$ cat config.mk
export PLATFORM = sky130hd
export DESIGN_NAME = kbd_matrix
export DESIGN_NICKNAME = d
export VERILOG_FILES = /design/src/rtl/kbd_matrix.sv
export SDC_FILE = /design/constraint.sdc
export NUM_CORES = 1
export LEC_CHECK = 0
export CAP_MARGIN = 0
export CORE_ASPECT_RATIO = 0.6
export CORE_UTILIZATION = 65
export CTS_BUF_LIST = sky130_fd_sc_hd__clkbuf_8
export CTS_CLUSTER_DIAMETER = 80
export DETAILED_ROUTE_END_ITERATION = 12
export PLACE_DENSITY_LB_ADDON = 0.05
export SYNTH_ARGS = -nofsm -noshare
export SYNTH_HDL_FRONTEND = slang
export SYNTH_SLANG_ARGS = --single-unit
$ cat constraint.sdc
create_clock -name clock -period 6.1 [get_ports clock]
set_input_delay 0.61 -clock clock [delete_from_list [all_inputs] [get_ports clock]]
set_output_delay 0.61 -clock clock [all_outputs]
set_load 0.01 [all_outputs]
$ cat src/rtl/kbd_matrix.sv
// kbd_matrix: PS/2 set-2 scancode decoder driving an Enterprise 10x8 active-low key matrix.
// Rows are read back through a registered column port; F12 drives a held-level reset request.
module kbd_matrix (
    input  logic       clock,
    input  logic       reset,
    input  logic       strb,
    input  logic [7:0] code,
    input  logic [3:0] row,
    output logic [7:0] cols,
    output logic       kreset
);
    localparam logic [2:0] S_IDLE   = 3'd0;
    localparam logic [2:0] S_EXT    = 3'd1;
    localparam logic [2:0] S_BRK    = 3'd2;
    localparam logic [2:0] S_EXTBRK = 3'd3;
    localparam logic [2:0] S_SKIP   = 3'd4;

    logic [2:0]  r_state, w_state_nxt;
    logic [2:0]  r_skip, w_skip_nxt;
    logic [79:0] r_mat, w_mat;
    logic [7:0]  r_cols;
    logic        r_kreset, w_kreset_nxt;
    logic        w_make, w_brk, w_ext, w_flush, w_pfx, w_f12;
    logic [7:0]  w_ent;
    logic [6:0]  w_bit, w_sel;

    function automatic logic [7:0] ent(input logic [3:0] r, input logic [2:0] c);
        return {1'b1, r, c};
    endfunction

    assign w_pfx = (code == 8'hE0) || (code == 8'hF0);

    always_comb begin
        w_state_nxt = r_state;
        w_skip_nxt  = r_skip;
        w_make      = 1'b0;
        w_brk       = 1'b0;
        w_ext       = 1'b0;
        w_flush     = 1'b0;
        case (r_state)
            S_IDLE: begin
                if (code == 8'hE0) w_state_nxt = S_EXT;
                else if (code == 8'hF0) w_state_nxt = S_BRK;
                else if (code == 8'hE1) begin
                    w_state_nxt = S_SKIP;
                    w_skip_nxt  = 3'd7;
                end
                else if (code == 8'h00 || code == 8'hFF) w_flush = 1'b1;
                else if (!(code inside {8'hFA, 8'hAA, 8'hEE, 8'hFE})) w_make = 1'b1;
            end
            S_EXT: begin
                w_ext = 1'b1;
                if (code == 8'hF0) w_state_nxt = S_EXTBRK;
                else if (code != 8'hE0) begin
                    w_make      = 1'b1;
                    w_state_nxt = S_IDLE;
                end
            end
            S_BRK, S_EXTBRK: begin
                w_ext       = (r_state == S_EXTBRK);
                w_brk       = !w_pfx;
                w_state_nxt = S_IDLE;
            end
            S_SKIP: begin
                w_skip_nxt  = r_skip - 3'd1;
                w_state_nxt = (r_skip <= 3'd1) ? S_IDLE : S_SKIP;
            end
            default: w_state_nxt = S_IDLE;
        endcase
    end

    // Translation table: {ext, byte} -> {valid, row, col}
    always_comb begin
        w_ent = 8'h00;
        case ({w_ext, code})
            9'h031: w_ent = ent(4'd0, 3'd0);
            9'h05D: w_ent = ent(4'd0, 3'd1);
            9'h032: w_ent = ent(4'd0, 3'd2);
            9'h021: w_ent = ent(4'd0, 3'd3);
            9'h02A: w_ent = ent(4'd0, 3'd4);
            9'h022: w_ent = ent(4'd0, 3'd5);
            9'h01A: w_ent = ent(4'd0, 3'd6);
            9'h012, 9'h059: w_ent = ent(4'd0, 3'd7);
            9'h033: w_ent = ent(4'd1, 3'd0);
            9'h058: w_ent = ent(4'd1, 3'd1);
            9'h034: w_ent = ent(4'd1, 3'd2);
            9'h023: w_ent = ent(4'd1, 3'd3);
            9'h02B: w_ent = ent(4'd1, 3'd4);
            9'h01B: w_ent = ent(4'd1, 3'd5);
            9'h00E: w_ent = ent(4'd1, 3'd6);
            9'h014: w_ent = ent(4'd1, 3'd7);
            9'h03C: w_ent = ent(4'd2, 3'd0);
            9'h015: w_ent = ent(4'd2, 3'd1);
            9'h035: w_ent = ent(4'd2, 3'd2);
            9'h02D: w_ent = ent(4'd2, 3'd3);
            9'h02C: w_ent = ent(4'd2, 3'd4);
            9'h024: w_ent = ent(4'd2, 3'd5);
            9'h01C: w_ent = ent(4'd2, 3'd6);
            9'h00D: w_ent = ent(4'd2, 3'd7);
            9'h016: w_ent = ent(4'd3, 3'd0);
            9'h01E: w_ent = ent(4'd3, 3'd1);
            9'h026: w_ent = ent(4'd3, 3'd2);
            9'h025: w_ent = ent(4'd3, 3'd3);
            9'h02E: w_ent = ent(4'd3, 3'd4);
            9'h036: w_ent = ent(4'd3, 3'd5);
            9'h03D: w_ent = ent(4'd3, 3'd6);
            9'h076: w_ent = ent(4'd3, 3'd7);
            9'h005: w_ent = ent(4'd4, 3'd0);
            9'h006: w_ent = ent(4'd4, 3'd1);
            9'h004: w_ent = ent(4'd4, 3'd2);
            9'h00C: w_ent = ent(4'd4, 3'd3);
            9'h003: w_ent = ent(4'd4, 3'd4);
            9'h00B: w_ent = ent(4'd4, 3'd5);
            9'h083: w_ent = ent(4'd4, 3'd6);
            9'h00A: w_ent = ent(4'd4, 3'd7);
            9'h029: w_ent = ent(4'd5, 3'd0);
            9'h066: w_ent = ent(4'd5, 3'd1);
            9'h04E: w_ent = ent(4'd5, 3'd2);
            9'h055: w_ent = ent(4'd5, 3'd3);
            9'h046: w_ent = ent(4'd5, 3'd4);
            9'h045: w_ent = ent(4'd5, 3'd5);
            9'h03E: w_ent = ent(4'd5, 3'd6);
            9'h054: w_ent = ent(4'd5, 3'd7);
            9'h03B: w_ent = ent(4'd6, 3'd0);
            9'h042: w_ent = ent(4'd6, 3'd1);
            9'h04B: w_ent = ent(4'd6, 3'd2);
            9'h04C: w_ent = ent(4'd6, 3'd3);
            9'h052: w_ent = ent(4'd6, 3'd4);
            9'h05B: w_ent = ent(4'd6, 3'd5);
            9'h05A: w_ent = ent(4'd6, 3'd6);
            9'h061: w_ent = ent(4'd6, 3'd7);
            9'h043: w_ent = ent(4'd7, 3'd0);
            9'h175: w_ent = ent(4'd7, 3'd1);
            9'h172: w_ent = ent(4'd7, 3'd2);
            9'h16B: w_ent = ent(4'd7, 3'd3);
            9'h174: w_ent = ent(4'd7, 3'd4);
            9'h171: w_ent = ent(4'd7, 3'd5);
            9'h170: w_ent = ent(4'd7, 3'd6);
            9'h01D: w_ent = ent(4'd7, 3'd7);
            9'h03A: w_ent = ent(4'd8, 3'd0);
            9'h041: w_ent = ent(4'd8, 3'd1);
            9'h049: w_ent = ent(4'd8, 3'd2);
            9'h04A: w_ent = ent(4'd8, 3'd3);
            9'h011: w_ent = ent(4'd8, 3'd4);
            9'h044: w_ent = ent(4'd8, 3'd5);
            9'h04D: w_ent = ent(4'd8, 3'd6);
            9'h111: w_ent = ent(4'd8, 3'd7);
            9'h114: w_ent = ent(4'd9, 3'd0);
            9'h001: w_ent = ent(4'd9, 3'd1);
            9'h009: w_ent = ent(4'd9, 3'd2);
            9'h078: w_ent = ent(4'd9, 3'd3);
            9'h16C: w_ent = ent(4'd9, 3'd4);
            9'h169: w_ent = ent(4'd9, 3'd5);
            9'h17D: w_ent = ent(4'd9, 3'd6);
            9'h17A: w_ent = ent(4'd9, 3'd7);
            default: w_ent = 8'h00;
        endcase
    end

    assign w_bit = w_ent[6:0];
    assign w_sel = {row, 3'b000};
    assign w_f12 = !w_ext && (code == 8'h07);

    // Same-cycle update is visible to the row read registered on this edge
    always_comb begin
        w_mat = r_mat;
        if (strb && w_flush) w_mat = '1;
        else if (strb && w_ent[7] && (w_make || w_brk)) w_mat[w_bit] = w_brk;
    end

    assign w_kreset_nxt = w_flush ? 1'b0 : (w_f12 && w_make) ? 1'b1 : (w_f12 && w_brk) ? 1'b0 : r_kreset;

    always_ff @(posedge clock or negedge reset) begin
        if (!reset) begin
            r_state  <= S_IDLE;
            r_skip   <= 3'd0;
            r_mat    <= '1;
            r_cols   <= 8'hFF;
            r_kreset <= 1'b0;
        end else begin
            r_mat  <= w_mat;
            r_cols <= (row <= 4'd9) ? w_mat[w_sel +: 8] : 8'hFF;
            if (strb) begin
                r_state  <= w_state_nxt;
                r_skip   <= w_skip_nxt;
                r_kreset <= w_kreset_nxt;
            end
        end
    end

    assign cols   = r_cols;
    assign kreset = r_kreset;
endmodule
# Word-level counts from Yosys, hierarchy flattened
# Index checks and enable logic that the tools add are counted.
# word_totals
in_bits	15
ff_bits	95
word_cells	169
output_inout_bits	9
# classes
eq_ne	100
n_lt_le_gt_ge	4
shift	1
n_mux	36
reduce_logical	22
addsub	1
# op_table
op	n
$pmux W8 S80	1
$eq A9 B7 Y1 const B	24
$eq A9 B6 Y1 const B	23
$mux W80	2
$eq A9 B9 Y1 const B	12
$eq A9 B5 Y1 const B	10
$bwmux W80	1
$shiftx A80 B8 Y8	1
$eq A8 B8 Y1 const B	8
$eq A9 B4 Y1 const B	6
$eq A9 B3 Y1 const B	3
$mux W3	9
$mux W1	17
$eq A9 B1 Y1 const B	1
$eq A9 B2 Y1 const B	1
$eq A9 B8 Y1 const B	1
$pmux W3 S3	1
$eq A8 B3 Y1 const B	1
$logic_not A8 Y1	1
$lt A7 B8 Y1 const B	1
$mux W8	1
$ne A8 B8 Y1 const B	1
$demux W1 S7	1
$ge A7 B1 Y1 const B	1
22 further kinds	36

# Longest topological paths before layout
# Gate-level depths: netlist of the first run.
# depth
ltp_word	15
mapped_depth	17
depth_no_buf	11

# Least setup slack after synthesis of the first run
# OpenSTA, ideal clock, no wires.
# synth_path
path_kind	input to register
startpoint	in code[3]
endpoint	reg r_cols[7] (netlist: cols[7])
stages	11
path_slack_ps	2609
n_path_buf	1
setup_ps	83
t_required_ps	6017
arrival_time_ps	3407
path_cell_list	buf_4 > or4_1 > nor3b_1 > nor3_1 > o21ai_1 > nor2_1 > nand4_1 > mux2_2 > a222oi_1 > o211a_1 > a211oi_1
# synth_via
elab_chain_len	14
word_cells_on_any_way	125
classes_between	order compare: 2; eq/ne: 90; shift: 1; mux: 21; reduce/logical: 11
# synth_rtl
item	line	text
start, declared	7	input logic [7:0] code,
branches (longest 11 deep; another with $lt A7 B8 Y1)	n/a	
$mux W80 *	167	if (strb && w_flush) w_mat = '1;
$shiftx A80 B8 Y8 *	182	r_cols <= (row <= 4'd9) ? w_mat[w_sel +: 8] : 8'hFF;
$mux W8 *	182	
end signal, assigned	182	
end, declared	21	logic [7:0] r_cols;
# Every way passes the cells marked *.
# A chain may end at the register's enable or synchronous reset.

# Final worst setup path of the first run
# layout_path
startpoint	in code[0]
endpoint	reg r_cols[6] (netlist: cols[6])
# Same word-level chain as after synthesis.

==> results of run 1 <==
==> logic make-up (layout without fill, tap and decap cells) <==
kind of cell             Yosys count  in the layout  synth area share [%]
AO/OA/AOI/OAI                    216            216                  21.9
XOR/XNOR                           6              6                 0.694
adder cells (fa/ha/maj)            2              2                 0.331
buffers and inverters             95             97                  6.43
flip-flops                        95             95                  32.9
multiplexers                      49             49                  6.64
other                              0              1                     0
AND/OR/NAND/NOR                  428            428                  31.2
==> where the power goes <==
part | switching [uW] | internal [uW]
logic | 341 | 193
clock network | 246 | 151
registers | 48.8 | 787
total | 636 | 1130
==> area by class of cell <==
class | instances | area share, %
inverters | 12 | 0.555
diodes | 1 | 0.0309
well taps | 160 | 2.47
clock buffers | 9 | 1.53
repair buffers | 69 | 7.22
flip-flops and latches | 95 | 30.7
clock inverters | 7 | 0.679
multi-input cells | 701 | 56.8
==> registers in the layout, indices dropped and copies added (netlist names) <==
name and flops:
r_mat 80, cols 8, r_skip 3, r_state 3, kreset 1
==> path summary, 6_finish.rpt <==
check,from,to,depth (start not counted)
worst max-delay path,code[0],cols[6],14
worst min-delay path,reset,r_state[0],1
worst max register to register,r_state[2],cols[3],14
worst min register to register,r_skip[2],r_skip[2],1
max in group asynchronous,reset,r_mat[76],2
min in group clock,r_skip[2],r_skip[2],1
==> metal layers <==
| layer | wire length (um) | vias up | GRT usage [%] |
|---|---|---|---|
| li1 | - | 3403 | - |
| met1 | 11700 | 3959 | 70.3 |
| met2 | 10800 | 931 | 62.3 |
| met3 | 5920 | 209 | 26.7 |
| met4 | 1270 | 0 | 14.4 |
| met5 | 0 | - | 0 |
==> per-stage QoR <==
step / area, um^2 / instances / hold slack (ps) / power, uW / worst slack, ps
6_report: 8110 / 1054 / 168 / 1770 / 663
5_1_grt: 8110 / 1053 / 197 / 1820 / 581
4_1_cts: 8110 / 1053 / 168 / 1730 / 1090
2_1_floorplan: 7570 / 891 / 314 / 1170 / 2610
3_3_place_gp: 7930 / 1037 / 469 / 1320 / 658
3_5_place_dp: 7930 / 1037 / 496 / 1340 / 687
==> placed cells by master, fill, tap and decap left out, drive strengths merged, types with 7 or more instances in the layout <==
cell             n
a211oi          11
a21oi           21
a22oi            9
a31oi           11
a32oi            8
and2             8
and3            11
buf             47
clkbuf           9
clkdlybuf4s50   22
dfrtp            7
dfstp           88
inv             13
mux2            10
mux2i           39
nand2          106
nand2b          31
nand3           42
nand4           27
nor2            57
nor2b           12
nor3            41
nor3b            9
nor4            30
o211ai          15
o21ai           30
o22ai            8
o31ai           12
o41ai           14
or2              8
or3              7
==> reports/results.ini, run 1 <==
[placed_design]
port_buffers=23
gp_congestion=1.06
dp_hpwl_mm=21.4

[synth]
synth_edf_count=0
avgSynthCellArea_um2=8.50
synth_most_common_cell=nand2_1
synth_cell_types=94
synth_cells=891
syn_area_um2=7570
synth-main-ff-cell=dfstp_2
ys_ff_latch=95
synthTopCellsByArea=dfstp_2 (31%), nand2_1 (5.2%), mux2i_1 (5.2%)
synth.top_cell.area_share_pct=30.5
ys_top_cells_by_count=nand2_1 (105), dfstp_2 (88), nor2_1 (56), nand3_1 (40), mux2i_1 (39)
synth.net_count=908
ys_warn_count=0
synth.largest_area_cell=dfstp_2
ys_seq_area_share_pct=32.9
ys_async_sr_fraction_pct=100

[critical_path]
critical_path_required_ps=6380
r2r_setup_slack_ps=1080
crit_fanout=22
path_cells=clkdlybuf4s50_1 > buf_4 > nor3b_2 > nand2_1 > a311oi_1 > nor2b_1 > nand3_1 > o31ai_2 > buf_4 > nor4_1 > mux2i_1 > mux2i_1 > nor3_1 > nor4_1
critPathBufInv=3
critPathArrivalTime_ps=5710
cp-end-kind=register
cpPeakStageDelay_ps=790
cpMaxStageDelayCell=nor4_1
crit_type=in -> reg
cp-start-kind=input port
path_delay_family=simple AND/OR/NAND/NOR gates

[run]
drv_cap=0

[clock_tree]
numCtsBuffers=9
htreeDepth=3
holdBufCountCts=0
cts_tree=yes
cts_setup_buffers=0
ctsLongestPathBuffers=2
root_buffer=clkbuf_8
cts_sinks=95
insertion_delay_ps=390
cts_resized=0
clk_pin_slew_ps=100

[finish]
regArea_um2=2490
synthToLayoutAreaGrowth_pct=7.14
nFillCells=838
multi_input_area_um2=4610
post-route-util_pct=71.5
drive_above_1_share_pct=21.9
layout.nets=905

[power]
irDropWorstVdd_uv=140
power.density_nw_per_um2=218
power_leakage_uw=0.00309

[routing]
vias=8502
dr.pass1.iters=9
drc_errors=0
drtIter0Drc=1861
wl_mm=29.7
vias_per_cell=8.07
detail-route-antenna-nets=0
wl_per_cell_um=28.2

[global_route]
grt_start_max_net_pins=61
grt_pass1_vias=7531
track_usage_pct=49.3
overflow=0
antenna_found_initial=0
grt_pass1_wl_mm=44.5

[outcome]
status=complete, no violations

[die]
core_area_um2=11300
rows=30
start_util_pct=66.8
die_w_um=141
io_pins=24
die_area_um2=12100
fp.dieH_um=85.6

[sta]
skew_ps=11.2
hold_viol_final=0
timing.final.crit_share_pct=89.1
slew_headroom_pct=31.1
setup_tns_ps=0
report.final.slew_viol_count=0
worst_slew_pin_slew_ps=1030
grt_setup_unrepaired=false
period_minus_slack_ps=5440
fmax_mhz=184
setup_violations=0

[worst_hold_path]
hold_class=in -> async

No activity file was read; power rests on OpenSTA's default activity.
==> run 2, diff against run 1 <==
--- a/config.mk
+++ b/config.mk
@@ -12,6 +12,7 @@
 export CTS_CLUSTER_DIAMETER = 80
 export DETAILED_ROUTE_END_ITERATION = 12
 export PLACE_DENSITY_LB_ADDON = 0.05
+export SLEW_MARGIN = 20
 export SYNTH_ARGS = -nofsm -noshare
 export SYNTH_HDL_FRONTEND = slang
 export SYNTH_SLANG_ARGS = --single-unit
==> results of run 2 <==
The final DEF is identical to that of run 1; final timing and power are the same.
